File: src/rtl/bus_pkg.sv
// -----------------------------------------------------------------------------
// bus_pkg
// Shared definitions for the single-master bus fabric:
//   - state_e     : fabric FSM states (IDLE / ACCESS / RESP)
//   - HB_*        : access-size encodings carried on i_M_HB / o_S_HB
//   - BUS_DW      : bus data and address width
//   - DEF_SEL_*   : default position and width of the slave-select address field
// -----------------------------------------------------------------------------
package bus_pkg;

  localparam int BUS_DW = 32;

  localparam int DEF_SEL_LSB = 28;
  localparam int DEF_SEL_W   = 4;

  localparam logic [1:0] HB_BYTE = 2'b00;
  localparam logic [1:0] HB_HALF = 2'b01;
  localparam logic [1:0] HB_WORD = 2'b10;

  typedef enum logic [1:0] {
    ST_IDLE   = 2'd0,
    ST_ACCESS = 2'd1,
    ST_RESP   = 2'd2
  } state_e;

endpackage

File: src/rtl/bus_decode.sv
// -----------------------------------------------------------------------------
// bus_decode
// Combinational slave-select decode. The caller hands in the slave-select
// field of the address; this block turns it into a one-hot slave vector and
// flags selects that do not name an existing slave.
//
// Parameters:
//   N_SLAVES : number of slave ports (1..16)
//   SEL_W    : width of the slave-select field
// Ports:
//   i_sel     in  SEL_W     slave-select field taken from the address
//   o_sel_oh  out N_SLAVES  one-hot slave vector (all zero on a decode error)
//   o_dec_err out 1         select value >= N_SLAVES
// -----------------------------------------------------------------------------
module bus_decode
  import bus_pkg::*;
#(
  parameter int N_SLAVES = 4,
  parameter int SEL_W    = DEF_SEL_W
) (
  input  logic [SEL_W-1:0]    i_sel,
  output logic [N_SLAVES-1:0] o_sel_oh,
  output logic                o_dec_err
);

  // One extra bit so that N_SLAVES == 2**SEL_W still fits in the compare.
  localparam logic [SEL_W:0] N_LIM = (SEL_W + 1)'(N_SLAVES);

  always_comb begin
    o_sel_oh = '0;
    for (int k = 0; k < N_SLAVES; k++) begin
      o_sel_oh[k] = (i_sel == SEL_W'(k));
    end
    o_dec_err = ({1'b0, i_sel} >= N_LIM);
  end

endmodule

File: src/rtl/bus_fabric.sv
// -----------------------------------------------------------------------------
// bus_fabric
// Single-master to N-slave bus fabric. A master request is latched in IDLE,
// decoded to one slave, presented to that slave in ACCESS until it grants,
// and completed with a one-cycle o_M_GNT pulse in RESP.
//
// Handshake: the master raises i_M_REQ and holds it (with stable request
// fields) until it sees o_M_GNT; o_M_GNT is a single-cycle completion pulse
// and o_M_RDATA / o_M_ERR are meaningful only in that cycle. Toward a slave,
// o_S_CE[sel] and o_S_REQ stay high until i_S_GNT[sel] is seen; grant bits
// of non-selected slaves are ignored. If i_M_REQ is still high in the cycle
// after the pulse, that is a new transaction.
//
// Optional feature: define BUS_FABRIC_TIMEOUT_EN to bound the ACCESS wait to
// TIMEOUT_CYC cycles; expiry completes the transfer with o_M_ERR=1. Without
// the macro ACCESS waits for a grant indefinitely.
//
// Parameters: N_SLAVES (1..16), SEL_LSB, SEL_W, TIMEOUT_CYC (1..65535)
// Ports:
//   i_CLK, i_RSTn                  clock, asynchronous active-low reset
//   i_M_REQ/ADDR/WDATA/WE/RE/HB    master request
//   o_M_GNT/RDATA/ERR              master completion
//   o_S_CE                         one-hot slave chip enable
//   o_S_REQ/WE/RE/HB/ADDR/WDATA    latched request toward the slaves
//   i_S_GNT, i_S_RDATA             per-slave grant and read data (32 bits each)
//   o_dbg_state                    current FSM state (state_e encoding)
// -----------------------------------------------------------------------------
module bus_fabric
  import bus_pkg::*;
#(
  parameter int N_SLAVES    = 4,
  parameter int SEL_LSB     = DEF_SEL_LSB,
  parameter int SEL_W       = DEF_SEL_W,
  parameter int TIMEOUT_CYC = 255
) (
  input  logic                       i_CLK,
  input  logic                       i_RSTn,
  input  logic                       i_M_REQ,
  input  logic [BUS_DW-1:0]          i_M_ADDR,
  input  logic [BUS_DW-1:0]          i_M_WDATA,
  input  logic                       i_M_WE,
  input  logic                       i_M_RE,
  input  logic [1:0]                 i_M_HB,
  output logic                       o_M_GNT,
  output logic [BUS_DW-1:0]          o_M_RDATA,
  output logic                       o_M_ERR,
  output logic [N_SLAVES-1:0]        o_S_CE,
  output logic                       o_S_REQ,
  output logic                       o_S_WE,
  output logic                       o_S_RE,
  output logic [1:0]                 o_S_HB,
  output logic [BUS_DW-1:0]          o_S_ADDR,
  output logic [BUS_DW-1:0]          o_S_WDATA,
  input  logic [N_SLAVES-1:0]        i_S_GNT,
  input  logic [BUS_DW*N_SLAVES-1:0] i_S_RDATA,
  output logic [1:0]                 o_dbg_state
);

  // Elaboration-time parameter range guards.
  if (N_SLAVES < 1 || N_SLAVES > 16) begin : g_bad_n_slaves
    $error("bus_fabric: N_SLAVES must be 1..16");
  end
  if (TIMEOUT_CYC < 1 || TIMEOUT_CYC > 65535) begin : g_bad_timeout
    $error("bus_fabric: TIMEOUT_CYC must be 1..65535");
  end

  state_e                state_q, state_d;
  logic [BUS_DW-1:0]     addr_q, addr_d;
  logic [BUS_DW-1:0]     wdata_q, wdata_d;
  logic                  we_q, we_d;
  logic                  re_q, re_d;
  logic [1:0]            hb_q, hb_d;
  logic [N_SLAVES-1:0]   sel_oh_q, sel_oh_d;
  logic [BUS_DW-1:0]     rdata_q, rdata_d;
  logic                  err_q, err_d;

`ifdef BUS_FABRIC_TIMEOUT_EN
  // Value held in the last ACCESS cycle that may still wait for a grant.
  localparam logic [15:0] TMO_TERM = 16'(TIMEOUT_CYC - 1);
  logic [15:0]           tmo_q, tmo_d;
`endif

  logic [SEL_W-1:0]      sel_field;
  logic [N_SLAVES-1:0]   dec_oh;
  logic                  dec_err;
  logic                  gnt_hit;
  logic [BUS_DW-1:0]     rd_mux;

  assign sel_field = i_M_ADDR[SEL_LSB +: SEL_W];

  bus_decode #(
    .N_SLAVES (N_SLAVES),
    .SEL_W    (SEL_W)
  ) u_decode (
    .i_sel     (sel_field),
    .o_sel_oh  (dec_oh),
    .o_dec_err (dec_err)
  );

  // Masking with the latched one-hot means stray grants from other slaves
  // can never complete the transfer.
  assign gnt_hit = |(i_S_GNT & sel_oh_q);

  // AND-OR read mux keyed by the latched one-hot select.
  always_comb begin
    rd_mux = '0;
    for (int k = 0; k < N_SLAVES; k++) begin
      if (sel_oh_q[k]) begin
        rd_mux = rd_mux | i_S_RDATA[k*BUS_DW +: BUS_DW];
      end
    end
  end

  always_comb begin
    state_d  = state_q;
    addr_d   = addr_q;
    wdata_d  = wdata_q;
    we_d     = we_q;
    re_d     = re_q;
    hb_d     = hb_q;
    sel_oh_d = sel_oh_q;
    rdata_d  = rdata_q;
    err_d    = err_q;
`ifdef BUS_FABRIC_TIMEOUT_EN
    tmo_d    = tmo_q;
`endif
    case (state_q)
      ST_IDLE: begin
        rdata_d = '0;
        err_d   = 1'b0;
        if (i_M_REQ) begin
          addr_d   = i_M_ADDR;
          wdata_d  = i_M_WDATA;
          // A simultaneous read+write request is treated as a write.
          we_d     = i_M_WE;
          re_d     = i_M_RE & ~i_M_WE;
          hb_d     = i_M_HB;
          sel_oh_d = dec_oh;
          if (dec_err) begin
            state_d = ST_RESP;
            err_d   = 1'b1;
          end else begin
            state_d = ST_ACCESS;
`ifdef BUS_FABRIC_TIMEOUT_EN
            tmo_d   = '0;
`endif
          end
        end
      end
      ST_ACCESS: begin
        // Grant is checked first so a grant on the terminal count wins.
        if (gnt_hit) begin
          state_d = ST_RESP;
          err_d   = 1'b0;
          rdata_d = re_q ? rd_mux : '0;
        end
`ifdef BUS_FABRIC_TIMEOUT_EN
        else if (tmo_q == TMO_TERM) begin
          state_d = ST_RESP;
          err_d   = 1'b1;
          rdata_d = '0;
        end else begin
          tmo_d = tmo_q + 16'd1;
        end
`endif
      end
      ST_RESP: begin
        state_d = ST_IDLE;
      end
      default: begin
        state_d = ST_IDLE;
      end
    endcase
  end

  always_ff @(posedge i_CLK or negedge i_RSTn) begin
    if (!i_RSTn) begin
      state_q  <= ST_IDLE;
      addr_q   <= '0;
      wdata_q  <= '0;
      we_q     <= 1'b0;
      re_q     <= 1'b0;
      hb_q     <= '0;
      sel_oh_q <= '0;
      rdata_q  <= '0;
      err_q    <= 1'b0;
`ifdef BUS_FABRIC_TIMEOUT_EN
      tmo_q    <= '0;
`endif
    end else begin
      state_q  <= state_d;
      addr_q   <= addr_d;
      wdata_q  <= wdata_d;
      we_q     <= we_d;
      re_q     <= re_d;
      hb_q     <= hb_d;
      sel_oh_q <= sel_oh_d;
      rdata_q  <= rdata_d;
      err_q    <= err_d;
`ifdef BUS_FABRIC_TIMEOUT_EN
      tmo_q    <= tmo_d;
`endif
    end
  end

  // Master-side results exist only in RESP; slave strobes only in ACCESS.
  assign o_M_GNT     = (state_q == ST_RESP);
  assign o_M_ERR     = (state_q == ST_RESP) & err_q;
  assign o_M_RDATA   = (state_q == ST_RESP) ? rdata_q : '0;
  assign o_S_CE      = (state_q == ST_ACCESS) ? sel_oh_q : '0;
  assign o_S_REQ     = (state_q == ST_ACCESS);
  assign o_S_WE      = we_q;
  assign o_S_RE      = re_q;
  assign o_S_HB      = hb_q;
  assign o_S_ADDR    = addr_q;
  assign o_S_WDATA   = wdata_q;
  assign o_dbg_state = state_q;

endmodule

File: config.mk
export PLATFORM = sky130hd
export DESIGN_NAME = bus_fabric
export DESIGN_NICKNAME = d
export VERILOG_FILES = /design/src/rtl/bus_pkg.sv /design/src/rtl/bus_decode.sv /design/src/rtl/bus_fabric.sv
export SDC_FILE = /design/constraint.sdc
export NUM_CORES = 1
export LEC_CHECK = 0
export ABC_AREA = 1
export CAP_MARGIN = 20
export CORE_AREA = 2 2 122 124
export CTS_BUF_LIST = sky130_fd_sc_hd__clkbuf_8
export DETAILED_ROUTE_END_ITERATION = 8
export DIE_AREA = 0 0 124 126
export PLACE_DENSITY = 0.94
export SYNTH_ARGS = -nofsm -noshare
export SYNTH_HDL_FRONTEND = slang
export SYNTH_SLANG_ARGS = --single-unit
File: constraint.sdc
create_clock -name i_CLK -period 1.55 [get_ports i_CLK]
set_input_delay 0.465 -clock i_CLK [delete_from_list [all_inputs] [get_ports i_CLK]]
set_output_delay 0.465 -clock i_CLK [all_outputs]
set_load 0.02 [all_outputs]
==> results.py <==
metrics = {
    "sta": {
        "post-route-period-util_pct": 128,
        "layout_min_cycle_time_ps": 1990,
        "rsz0062_at_grt": "yes",
        "setup_slack_ps": -437,
        "tightest_slew_ps": 490,
        "fmax_ghz": 0.503,
        "final-max-slew-violation-count": 0,
        "hold_viol": 0,
        "final.setup.tns_ps": -23380,
        "skew_ps": 16.1,
        "timing.slew.headroom_pct": 67.4,
        "setup_viol": 75,
    },
    "placement": {
        "dp_cells": 1308,
        "place_area_mm2": 0.00938,
        "gp_congestion": 0.801,
        "io_buffer_count": 311,
        "dp.final_hpwl_um": 15500,
    },
    "hold_path": {
        "hp-class": "input port to async pin",
    },
    "critical_path": {
        "crit_chain": "inv_4 -> nor2_4 -> inv_8 -> buf_12 -> nor2_4 -> buf_6",
        "path_buf_inv": 4,
        "slowest_stage": "dfrtp_2",
        "cpPeakStageDelay_ps": 420,
        "crit_arrival_ps": 1520,
        "critPathLaunch": "o_dbg_state[1]",
        "r2r_start": "sel_oh_q[2]",
        "critical_path_class": "flip-flop to output pin",
        "r2r_setup_slack_ps": -270,
        "cp-end-kind": "output pin",
        "startpoint_type": "flip-flop",
        "cp_max_fo": 6,
        "cp.required_ps": 1080,
        "path_delay_family": "buffers and inverters",
        "crit_path_frequent_cell": "nor2_4",
    },
    "cts": {
        "clk_latency_ps": 390,
        "cts_hold_buf": 0,
        "cts_tree": "yes",
        "cts_max_path_buffers": 2,
        "clk_pin_slew_worst_paths_ps": 120,
        "cts_root_buf": "clkbuf_8",
        "cts.htree.levels": 3,
        "cts-buffers-inserted": 9,
        "cts.sinks": 107,
    },
    "logic_synthesis": {
        "async_flop_share_pct": 100,
        "ys.flop_type": "dfrtp_1",
        "synth_edf_count": 0,
        "yosys-top-cells-area": "dfrtp_1 48%, nand2_1 29%, nor2_1 6.9%",
        "ys_seq_elements": 107,
        "syn_nets": 1020,
        "avgSynthCellArea_um2": 6.90,
        "yosysWarnings": 0,
        "seq_area_frac_synth_pct": 47.5,
        "synthTopCellsByCount": "429 x nand2_1, 107 x dfrtp_1, 104 x nor2_1",
        "yosysUniqueCellTypes": 20,
        "synth_top_area_share_pct": 47.5,
        "synthesis.area_mm2": 0.00564,
        "synth_area_leader_cell": "dfrtp_1",
        "synth_most_common_cell": "nand2_1",
        "syn_inst": 817,
    },
    "route": {
        "vias": 6673,
        "vias_per_cell": 4.92,
        "drtAntennaViolNets": 0,
        "first_pass_iters": 5,
        "first_iter_violations": 322,
        "drt-total-wl_um": 22900,
        "drcViolationCount": 0,
        "wl_per_cell_um": 16.9,
    },
    "pwr": {
        "power_density_mw_per_mm2": 1370,
        "clkPwrFrac_pct": 12.0,
        "irDropWorstVdd_mv": 1.10,
        "pwr-share-comb_pct": 58.1,
        "p_int_mw": 7.87,
        "leakagePower_nw": 4.98,
        "switching_share_pct": 45.1,
        "power_frac_seq_pct": 29.9,
        "p_switching_mw": 6.47,
    },
    "grt": {
        "grt-ovfl-total": 0,
        "grt_max_degree": 68,
        "grt_pass1_wl_um": 32700,
        "track_usage_pct": 27.3,
        "antenna_found_initial": 0,
        "grt_pass1_vias": 6619,
    },
    "outcome": {
        "violations": "negative setup slack",
        "outcome": "finished, violations left",
    },
    "floorplanning": {
        "die_w_um": 124,
        "fp-row-count": 44,
        "start_util_pct": 39.4,
        "fp.dieArea_mm2": 0.0156,
        "die_h_um": 126,
        "ios": 312,
        "coreArea_mm2": 0.0143,
    },
    "final_layout": {
        "drive_above_1_share_pct": 27.2,
        "final_area_mm2": 0.0104,
        "num-nets-final": 1371,
        "area_delta_synth_final_pct": 85.1,
        "final_cells": 1357,
        "num_antenna_cells": 0,
    },
    "run": {
        "maxCapViolCount": 0,
    },
}
[repair_timing]
item | in CTS | in global routing
hold endpoints to repair | 0 | 0
buffers inserted | 8 | 19
pin swaps | 15 | 38
resized for setup | 474 | 139
setup endpoints to repair | 213 | 191
gates cloned | 7 | 5
[worst reg2reg max path, delay by kind of cell (launching register included)]
family                 cells  cell delay [ps]
DFF                        1              410
and+or+nand+nor            6              900
buffers and inverters      2              420
[logic make-up after synthesis]
family	share of synthesized area, %
AND/OR/NAND/NOR	42.6
flip-flops	47.5
AO/OA/AOI/OAI	1.13
buffers and inverters	8.73
[layout by cell type (no fill, tap or decap), drive strengths merged]
master and n:
o22ai 4, clkdlybuf4s15 22, o21a 1, nand3 66, clkinvlp 1, nor2 105, or2 2, inv 48
clkdlybuf4s50 201, dfrtp 107, o21ai 4, clkinv 3, clkbuf 13, dlygate4sd2 1, buf 160, nand2 435
[per-stage QoR]
stage                     worst slack (ps)  hold WS [ps]  power (mW)  utilization (%)
final                                 -437          84.6        14.3             72.9
after floorplan                      -68.4           169        8.06                -
after global placement                -412           461        11.5             65.6
after detailed placement              -476           464        11.7             65.6
after CTS                             -455          68.2        13.8             70.6
after global routing                  -487          92.9        15.2             72.9
[power by group through the flow]
stage          clock (mW)  combinational (mW)  sequential, mW
6_report             1.72                8.33            4.28
5_1_grt              1.88                8.89            4.38
4_1_cts              1.78                7.78            4.29
3_5_place_dp            0                7.41            4.31
3_3_place_gp            0                7.20            4.27
2_1_floorplan           0                2.70            5.35
[state kept, by name, indices dropped and copies added, names as in the netlist]
name / count
err_q: 1
o_dbg_state: 2
o_S_HB: 2
o_S_RE: 1
sel_oh_q: 4
o_S_WE: 1
rdata_q: 32
o_S_WDATA: 32
o_S_ADDR: 32
[metal layers]
metal  up-vias  global-route usage [%]  wire length, um
met2       338                    51.3            12000
met5         -                       0                0
li1       3157                       -                -
met4         0                    10.9              987
met1      3099                    27.9             7840
met3        79                    7.52             2090
[path summary, 6_finish.rpt]
kind	end	cells after the start
max in group asynchronous	rdata_q[2]	2
setup / recovery	o_M_RDATA[1]	6
hold reg to reg	o_S_WDATA[16]	2
min in group i_CLK	o_S_WDATA[16]	2
hold / removal	o_S_ADDR[3]	2
setup reg to reg	rdata_q[25]	8
[layout make-up]
cell class              instances  area (um2)
fillers                       974        3880
clock buffers                   9         124
inverters                      45         186
flip-flops and latches        107        2680
well taps                     184         230
clock inverters                 7        80.1
multi-input cells             617        3110
repair buffers                388        4020
No activity file was read; power rests on OpenSTA's default activity.
